--- config.mk ---
export PLATFORM = sky130hd
export DESIGN_NAME = sysmgr_pll_ctrl
export DESIGN_NICKNAME = d
export VERILOG_FILES = /design/src/rtl/sysmgr_pll_ctrl.sv
export SDC_FILE = /design/constraint.sdc
export NUM_CORES = 1
export LEC_CHECK = 0
export CAP_MARGIN = 20
export CORE_UTILIZATION = 35
export DETAILED_ROUTE_END_ITERATION = 10
export GPL_ROUTABILITY_DRIVEN = 1
export GPL_TIMING_DRIVEN = 0
export PLACE_DENSITY = 0.54
export SLEW_MARGIN = 20
export SYNTH_ARGS = -nofsm -noshare
export SYNTH_HDL_FRONTEND = slang
export SYNTH_SLANG_ARGS = --single-unit
--- constraint.sdc ---
create_clock -name clk -period 2.6 [get_ports clk]
set_input_delay 0.26 -clock clk [delete_from_list [all_inputs] [get_ports clk]]
set_output_delay 0.26 -clock clk [all_outputs]
set_load 0.02 [all_outputs]
--- src/rtl/sysmgr_pll_ctrl.sv ---
// PLL reset/lock supervisor: holds the PLL in reset, waits for a stable lock, retries, then faults.
// Build option SYSMGR_PLL_CTRL_AUTORESTART_EN: a lock loss in RUN restarts the sequence instead of faulting.
module sysmgr_pll_ctrl #(
   parameter int HOLD_CYCLES   = 16,
   parameter int LOCK_TIMEOUT  = 1200,
   parameter int STABLE_CYCLES = 64,
   parameter int MAX_RETRY     = 3
) (
   input  logic       clk,
   input  logic       rst_n,
   input  logic       pll_lock,
   input  logic       req_restart,
   output logic       pll_rst,
   output logic       ready,
   output logic       fault,
   output logic [3:0] retry_cnt,
   output logic [3:0] loss_cnt
);

   // One counter serves as the hold timer in HOLD and the lock timeout in WAIT.
   localparam int HW = $clog2(HOLD_CYCLES) + 1;
   localparam int TW = $clog2(LOCK_TIMEOUT) + 1;
   localparam int CW = (TW > HW) ? TW : HW;
   localparam int SW = $clog2(STABLE_CYCLES) + 1;

   typedef enum logic [1:0] {S_HOLD, S_WAIT, S_RUN, S_FAULT} state_t;

   state_t        state, state_nxt;
   logic [CW-1:0] cnt, cnt_nxt, cnt_inc;
   logic [SW-1:0] stab, stab_nxt, stab_inc;
   logic [3:0]    retry_nxt, loss_nxt;
   logic          sync0, lock_s;

   always_ff @(posedge clk or negedge rst_n) begin
      if (!rst_n) begin
         sync0  <= 1'b0;
         lock_s <= 1'b0;
      end else begin
         sync0  <= pll_lock;
         lock_s <= sync0;
      end
   end

   always_comb begin
      state_nxt = state;
      cnt_nxt   = cnt;
      stab_nxt  = stab;
      retry_nxt = retry_cnt;
      loss_nxt  = loss_cnt;
      cnt_inc   = cnt + CW'(1);
      stab_inc  = stab + SW'(1);

      unique case (state)
         S_HOLD: begin
            if (cnt_inc == CW'(HOLD_CYCLES)) begin
               state_nxt = S_WAIT;
               cnt_nxt   = '0;
               stab_nxt  = '0;
            end else begin
               cnt_nxt = cnt_inc;
            end
         end
         S_WAIT: begin
            cnt_nxt  = cnt_inc;
            stab_nxt = lock_s ? stab_inc : '0;
            // Transitions fire on the incremented value so WAIT lasts exactly the parameter count.
            if (lock_s && (stab_inc == SW'(STABLE_CYCLES))) begin
               state_nxt = S_RUN;
               retry_nxt = '0;
               cnt_nxt   = '0;
               stab_nxt  = '0;
            end else if (cnt_inc == CW'(LOCK_TIMEOUT)) begin
               retry_nxt = retry_cnt + 4'd1;
               cnt_nxt   = '0;
               stab_nxt  = '0;
               state_nxt = (retry_nxt == 4'(MAX_RETRY)) ? S_FAULT : S_HOLD;
            end
         end
         S_RUN: begin
            if (!lock_s) begin
               loss_nxt = (loss_cnt == 4'hF) ? loss_cnt : loss_cnt + 4'd1;
`ifdef SYSMGR_PLL_CTRL_AUTORESTART_EN
               state_nxt = S_HOLD;
               retry_nxt = '0;
`else
               state_nxt = S_FAULT;
`endif
            end
         end
         S_FAULT: begin
            state_nxt = S_FAULT;
         end
         default: begin
            state_nxt = S_HOLD;
         end
      endcase

      if (req_restart) begin
         state_nxt = S_HOLD;
         cnt_nxt   = '0;
         stab_nxt  = '0;
         retry_nxt = '0;
      end
   end

   // Outputs are decoded from the next state so they switch on the same edge as the state.
   always_ff @(posedge clk or negedge rst_n) begin
      if (!rst_n) begin
         state     <= S_HOLD;
         cnt       <= '0;
         stab      <= '0;
         retry_cnt <= '0;
         loss_cnt  <= '0;
         pll_rst   <= 1'b1;
         ready     <= 1'b0;
         fault     <= 1'b0;
      end else begin
         state     <= state_nxt;
         cnt       <= cnt_nxt;
         stab      <= stab_nxt;
         retry_cnt <= retry_nxt;
         loss_cnt  <= loss_nxt;
         pll_rst   <= (state_nxt == S_HOLD) || (state_nxt == S_FAULT);
         ready     <= (state_nxt == S_RUN);
         fault     <= (state_nxt == S_FAULT);
      end
   end

endmodule

==> impl_metrics.toml <==
[yosys]
synthTopCellsByArea = "dfrtp_1, nand2_1, nor2_1"
async_flop_share_pct = 100
synth_top_flop_cell = "dfrtp_1"
syn-num-nets = 237
synthTopCellsByCount = "dfrtp_1, nand2_1, nor2_1"
netlist_instances = 227
avgSynthCellArea_um2 = 9.05
yosysWarnings = 0
yosysSeqAreaShare_pct = 41.5
synth-seq-cells = 34
post-synth-top-count-cell = "dfrtp_1"
yosysTopAreaCell = "dfrtp_1"
syn_area_um2 = 2050
yosys.area.top_type_share_pct = 40.2
synth.distinct_cells = 55
synth-edff-count = 0

[layout]
drive_above_1_share_pct = 14.7
nets = 260
stdcell_count = 323
num-fill-cells = 554
syn2layout_area_growth_pct = 19.5
diodes = 0

[die]
start_util_pct = 36.9
fp.dieW_um = 78.6
die_area_um2 = 6180
die_height_um = 78.6
fp-row-count = 27
design.core.area_um2 = 5570
io_pins = 15

[worst_setup_path]
path_cells = "buf_2, nand4_1, o21a_1, o221ai_4, nor3_4, or4_1, buf_2, o22ai_1, a21o_1"
crit_start = "cnt[6]"
crit_fanout = 9
cp-end-kind = "flip-flop"
crit_top_cell = "buf_2"
path_buf_inv = 2
cp_slowest_stage_delay_ns = 0.47
crit_arrival_ns = 2.65
r2r_start = "cnt[6]"
start_kind = "flip-flop"
slowest_stage = "or4_1"
crit_required_ns = 2.84
path_delay_family = "compound AO/OA/AOI/OAI gates"
worstSetupPathType = "flip-flop to flip-flop"

[grt]
grt_pass1_wl_mm = 7.91
grt_max_degree = 25
gr-total-overflow = 0
antenna_found_initial = 0
grt_pass1_vias = 1606
grtUsageTotal_pct = 16.5

[power]
peakVddDrop_v = 0.000192
p_leak_nw = 0.988
powerDensity_nw_per_um2 = 421

[run_status]
status = "finished, final reports clean"

[sta]
fin_crit_sh_pct = 92.7
drv_slew = 0
skew_ns = 0.0102
setup_viol = 0
rsz0062_at_grt = "true"
whs_ns = 0.361
period_minus_slack_ns = 2.41
setup_tns_ns = 0
slew-limit-headroom_pct = 68.3
worstMarginPinSlew_ns = 0.476
hold_violations = 0
max_freq_mhz = 415

[placed_design]
place_congestion = 0.807
io_buffers = 14
placedCellCount = 314
hpwl_mm = 3.15

[drt]
drc = 0
drt_iter0_drc = 128
dr_total_vias = 1701
drtAntennaViolNets = 0
wirelength_mm = 4.40
avgRoutedWirePerCell_um = 13.6
drt-pass1-iter-count = 4
vias_per_cell = 5.27

[hold_path]
hp-class = "flip-flop to flip-flop"
hp-start = "sync0"

[job]
drv_cap = 0

[cts]
clock_latency_ns = 0.29
cts.sinks = 34
clock-root-buffer = "clkbuf_8"
tritoncts = "yes"
clk_pin_slew_worst_paths_ns = 0.08
cts_buffers = 5
htreeDepth = 2
clk_path_buf_depth = 2
[timing repair]
item | 4_1_cts | 5_1_grt
hold endpoints to repair | 10 | 0
buffers inserted | 0 | 1
endpoints found under the setup margin | 6 | 14
pin swaps | 0 | 3
gates resized for setup | 1 | 8
hold buffers | 1 | 0
[metal layers]
| layer | routed length [um] | up-vias | GRT usage (%) |
|---|---|---|---|
| li1 | - | 875 | - |
| met1 | 2180 | 794 | 23.4 |
| met2 | 2000 | 25 | 24.5 |
| met3 | 165 | 7 | 3.49 |
| met4 | 60 | 0 | 5.56 |
| met5 | 0 | - | 0 |
[power by group]
part | internal [mW] | switching [mW]
clock network | 0.213 | 0.202
logic | 0.0287 | 0.0383
registers | 0.539 | 0.0139
total | 0.780 | 0.254
[registers in the layout (all words and copies together), names as in the netlist]
| name | flops |
|---|---|
| stab | 7 |
| retry_cnt | 4 |
| lock_s | 1 |
| loss_cnt | 4 |
| pll_rst | 1 |
| fault | 1 |
| ready | 1 |
| cnt | 12 |
| state | 2 |
| sync0 | 1 |
[stage by stage]
step / instance area (um^2) / worst slack [ns] / power, mW / utilization, %
after floorplan: 2050 / 0.200 / 0.588 / -
after detailed placement: 2300 / -0.0912 / 0.625 / 41.3
after global placement: 2280 / -0.0799 / 0.622 / 41.0
final: 2450 / 0.191 / 1.03 / 44.0
after global routing: 2450 / -0.0143 / 1.09 / 44.0
after CTS: 2400 / 0.0949 / 1.05 / 43.1
[final timing paths]
kind | end | slack, ns | cells past startpoint
setup reg to reg | stab[2] | 0.19 | 9
max in group asynchronous | pll_rst | 1.71 | 3
hold / removal | lock_s | 0.36 | 0
min in group asynchronous | cnt[8] | 0.38 | 2
hold reg to reg | lock_s | 0.36 | 0
setup / recovery | stab[2] | 0.19 | 9
[cell families (layout without fill, tap and decap cells)]
| group | Yosys count | count (layout) | synth area share, % |
|---|---|---|---|
| AOI/OAI and AO/OA | 46 | 46 | 16.1 |
| xor gates and xnor gates | 10 | 10 | 4.26 |
| adders and majority gates | 6 | 6 | 3.65 |
| buffers and inverters | 20 | 44 | 4.14 |
| DFF | 34 | 34 | 41.5 |
| muxes | 8 | 8 | 4.02 |
| and+or+nand+nor | 103 | 103 | 26.4 |
[cell usage in the layout (no fill, tap or decap), drive strengths merged, types with 2 or more instances in the layout]
master / instances
nand3: 12
a21oi: 7
a41oi: 2
a221oi: 2
a22o: 2
or3: 4
ha: 6
dfrtp: 33
nor3: 14
o21ai: 13
mux2: 2
clkbuf: 10
o21a: 4
mux2i: 6
xor2: 4
nor4: 2
nand4: 7
nor2: 24
clkdlybuf4s50: 13
or4: 2
inv: 7
and2: 2
and3: 2
buf: 11
o2bb2ai: 3
nand2b: 2
nand2: 22
nand3b: 3
xnor2: 6
[layout make-up]
class	instances	area (um^2)	area share (%)
Buffer	12	57.6	2.34
Clock buffer	6	82.6	3.36
Clock inverter	2	12.5	0.510
Inverter	7	26.3	1.07
Multi-Input combinational cell	173	1160	47.2
Sequential cell	34	855	34.8
Tap cell	72	90.1	3.67
Timing Repair Buffer	17	173	7.03
Power figures use the tool's default switching activity.
==> RTL edit 1 (same flow settings) <==
Set the parameter `STABLE_CYCLES` to 128 (it was 64).
--- a/src/rtl/sysmgr_pll_ctrl.sv
+++ b/src/rtl/sysmgr_pll_ctrl.sv
@@ -5,3 +5,3 @@
    parameter int LOCK_TIMEOUT  = 1200,
-   parameter int STABLE_CYCLES = 64,
+   parameter int STABLE_CYCLES = 128,
    parameter int MAX_RETRY     = 3
Formal check against the unedited RTL: same outputs for any inputs over 10 cycles, from zero or initial values and one cycle with rst_n low; that may be too few to reach the edited logic, so the function may still have changed.
==> RTL edit 1 against the unedited design <==
- setup slack worse by 0.12 ns
- final area up 9.8%
- routed wire length up 19%
- sequential power up 3%
- sequential cell count up 1
- power up 12%
- sequential share of layout area down 2.0 points
- synthesized area up 6.9%
- utilization up 0.95 points
==> RTL edit 1: results (changes against the unedited design) <==
number of global-route vias before repair - 1794 (+12%)
first-pass GRT wire length - 8.97 mm (+13%)
critical path's slowest cell - or3_1
top cells by area, synth - dfrtp_1 39%, nand2_1 4.3%, ha_1 3.4%
Lkg Pwr - 1.14 nW (+15%)
routing usage on met1 - 24.7% (+1.3 points)
number of max-cap violations - 0 (unchanged)
Vias/cell - 5.47 (+3.8%)
met2 WL - 2.47 mm (+23%)
Setup Skew - 0.00618 ns (-0.00402 ns)
routed wire length - 5.26 mm (+19%)
status - finished clean
met1 WL - 2.55 mm (+17%)
slowest cell delay on critical path - 0.40 ns (-0.07 ns)
RD Place Congestion - 0.831 (+3.0%)
Worst Path Arrival - 2.70 ns (+0.05 ns)
most instantiated cells after synthesis - 34 x dfrtp_1, 25 x nand2_1, 14 x o21ai_0
Sw Ratio - 22.2% (-2.3 points)
Combinational Power - 0.0000786 W (+17%)
met2 usage - 28.1% (+3.5 points)
clock-net power - 0.000508 W (+22%)
GRT Overall Usage - 17.7% (+1.3 points)
Peak supply drop - 347 uV (+81%)
met3 routed WL - 189 um (+15%)
Post-Syn Nets - 250 (+5.5%)
CP max FO - 10 (+1)
maximum number of pins on one net before global-route repair - 23 (-8.0%)
Yosys cell types - 61 (+11%)
fin nets - 278 (+6.9%)
proportion of layout cells with a drive suffix above 1 - 18.6% (+3.8 points)
Max-slew headroom - 46.6% (-22 points)
Hold WS - 0.359 ns (-0.00154 ns)
Largest regs - cnt x12, stab x8
initial drt markers - 97 (-24%)
port buffer count - 13 (-1)
Post-DP HPWL - 3.72 mm (+18%)
met3 global-route usage - 3.15% (-0.34 points)
post-synthesis sequential area ratio - 39.9% (-1.5 points)
RTL edit 1: final timing paths:
path | to | startpoint | cells after the start
worst max-delay path | cnt[2] | cnt[4] | 9
worst min-delay path | lock_s | sync0 | 0
worst max register to register | cnt[2] | cnt[4] | 9
worst min register to register | lock_s | sync0 | 0
max in group asynchronous | pll_rst | rst_n | 3
min in group asynchronous | cnt[8] | rst_n | 2
RTL edit 1: metrics by stage:
step	area (um2)	total power [W]	instances	worst slack, ns	TNS, ns
final	2700	0.00115	344	0.0754	0
after CTS	2610	0.00117	339	0.00531	0
after detailed placement	2440	0.000650	329	-0.108	-0.138
after global routing	2700	0.00120	344	0.000460	0
after global placement	2420	0.000644	328	-0.114	-0.163
after floorplan	2200	0.000614	240	0.168	0
RTL edit 1: cell families (layout without fill, tap and decap cells):
| group | count (synthesis) | count (layout) | synth area share, % |
|---|---|---|---|
| xor+xnor | 9 | 9 | 3.59 |
| buf+inv | 19 | 48 | 4.05 |
| simple gates | 100 | 100 | 25.1 |
| flops | 35 | 35 | 39.9 |
| compound gates | 66 | 66 | 21.5 |
| fa+ha+maj | 6 | 6 | 3.42 |
| mux | 5 | 5 | 2.39 |
RTL edit 1: repair_timing:
action | 4_1_cts | 5_1_grt
setup buffers | 1 | 5
endpoints found under the setup margin | 6 | 9
pin swaps | 1 | 6
resized for setup | 10 | 11
hold endpoints to repair | 13 | 0
hold buffers | 1 | 0
RTL edit 1: layout make-up:
| type | count | area [um2] |
|---|---|---|
| inverters | 6 | 22.5 |
| fillers | 570 | 3300 |
| flip-flops and latches | 35 | 885 |
| clock inverters | 2 | 35.0 |
| multi-input cells | 186 | 1290 |
| clock buffers | 6 | 82.6 |
| plain buffers | 13 | 78.8 |
| repair buffers | 21 | 208 |
| well taps | 75 | 93.8 |
==> RTL edit 2 (same settings) <==
Made on the original files. Register the output `retry_cnt` once more, cleared by the reset; this adds one clock of latency there. The other outputs are not delayed to match.
--- a/src/rtl/sysmgr_pll_ctrl.sv
+++ b/src/rtl/sysmgr_pll_ctrl.sv
@@ -27,2 +27,4 @@
 
+   logic [3:0] retry_cnt_s0;
+
    state_t        state, state_nxt;
@@ -47,3 +49,3 @@
       stab_nxt  = stab;
-      retry_nxt = retry_cnt;
+      retry_nxt = retry_cnt_s0;
       loss_nxt  = loss_cnt;
@@ -72,3 +74,3 @@
             end else if (cnt_inc == CW'(LOCK_TIMEOUT)) begin
-               retry_nxt = retry_cnt + 4'd1;
+               retry_nxt = retry_cnt_s0 + 4'd1;
                cnt_nxt   = '0;
@@ -111,3 +113,3 @@
          stab      <= '0;
-         retry_cnt <= '0;
+         retry_cnt_s0 <= '0;
          loss_cnt  <= '0;
@@ -120,3 +122,3 @@
          stab      <= stab_nxt;
-         retry_cnt <= retry_nxt;
+         retry_cnt_s0 <= retry_nxt;
          loss_cnt  <= loss_nxt;
@@ -128,2 +130,10 @@
 
+   always_ff @(posedge clk or negedge rst_n) begin
+      if (!rst_n) begin
+         retry_cnt <= '0;
+      end else begin
+         retry_cnt <= retry_cnt_s0;
+      end
+   end
+
 endmodule
Formal check against the unedited RTL: no difference found for any inputs over 10 cycles, from zero or initial values and one cycle with rst_n low; that may be too few to reach the edited logic, so the function may still have changed.
==> RTL edit 2 against the unedited design <==
- the flow now finishes with violations (setup timing)
- hold slack improved by 0.0019 ns
- via count rose by 6.2%
- routed wire length is 9.9% higher
- sequential cell count increased by 4
- final area rose by 14%
- setup slack got worse by 0.29 ns
- synthesized area is 8.6% higher
- final cell count rose by 6.2%
- largest cell class unchanged
- highest routed layer unchanged
Power is not compared: it rests on default switching activity, and its combinational part moved more than twofold at a synthesized area within 25%.
==> RTL edit 2: results (changes against the unedited design) <==
routed wire length - 4.84 mm (+9.9%)
setup TNS - -0.854 ns (-0.854 ns)
met1 WL - 2.54 mm (+17%)
fin nets - 277 (+6.5%)
# fillers - 602 (+8.7%)
slowest cell delay on critical path - 0.50 ns (+0.03 ns)
maximum number of pins on one net before global-route repair - 21 (-16%)
Post-DP HPWL - 3.27 mm (+3.6%)
failing checks - setup timing
Synth Area in Compound Gates - 20.7% (+4.6 points)
initial drt markers - 80 (-38%)
Final setup viols - 16 (+16)
met2 WL - 2.16 mm (+7.8%)
mux share of post-synthesis cell area - 2.75% (-1.3 points)
xor/xnor share of the synthesized area - 4.71% (+0.45 points)
status - finished with violations
critical path's slowest cell - or4_4
placed insts - 321 (+2.2%)
Post-Syn Nets - 241 (+1.7%)
GRT Overall Usage - 16.4% (about the same)
Yosys cell types - 53 (-3.6%)
met3 global-route usage - 3.33% (-0.16 points)
final worst slack - -0.0996 ns (-0.290 ns)
top cells by area, synth - dfrtp_1 42%, ha_1 3.4%, xor2_1 3.1%
Setup Skew - 0.00679 ns (-0.00340 ns)
-- RTL edit 2: final timing paths --
path	start	end	slack, ns	cells after the start
worst min register to register	sync0	lock_s	0.36	0
worst max register to register	cnt[1]	cnt[2]	-0.1	8
worst max-delay path	cnt[1]	cnt[2]	-0.1	8
worst min-delay path	sync0	lock_s	0.36	0
max in group asynchronous	rst_n	cnt[5]	1.68	3
min in group asynchronous	rst_n	fault	0.46	2
-- RTL edit 2: stage by stage --
stage               setup slack [ns]  instance area, um2  util (%)
floorplan                   -0.00434                2230         -
global placement              -0.278                2470      40.9
detailed placement            -0.279                2490      41.3
CTS                           -0.151                2770      46.0
global route                  -0.215                2810      46.6
finish                       -0.0996                2810      46.6
-- RTL edit 2: kinds of logic (layout without fill, tap and decap cells) --
kind of cell | count (synthesis) | in the layout
buffers and inverters | 24 | 61
flip-flops | 38 | 38
XOR/XNOR | 12 | 12
multiplexers | 6 | 6
adder cells (fa/ha/maj) | 6 | 6
AND/OR/NAND/NOR | 84 | 84
AO/OA/AOI/OAI | 61 | 61
-- RTL edit 2: repair_timing --
action / CTS / global route
hold endpoints to repair: 17 / 0
endpoints found under the setup margin: 25 / 24
setup buffers: 13 / 2
hold buffers: 1 / 0
resized for setup: 7 / 10
pin swaps: 10 / 4
-- RTL edit 2: area by class of cell --
cell class | instances | area, um2 | share of cell area [%]
buffer | 14 | 68.8 | 2.45
clock buffer | 6 | 82.6 | 2.94
clock inverter | 2 | 60.1 | 2.14
inverter | 8 | 30.0 | 1.07
multi-input combinational | 169 | 1230 | 43.7
sequential | 38 | 953 | 34.0
tap | 75 | 93.8 | 3.34
timing repair buffer | 31 | 293 | 10.4
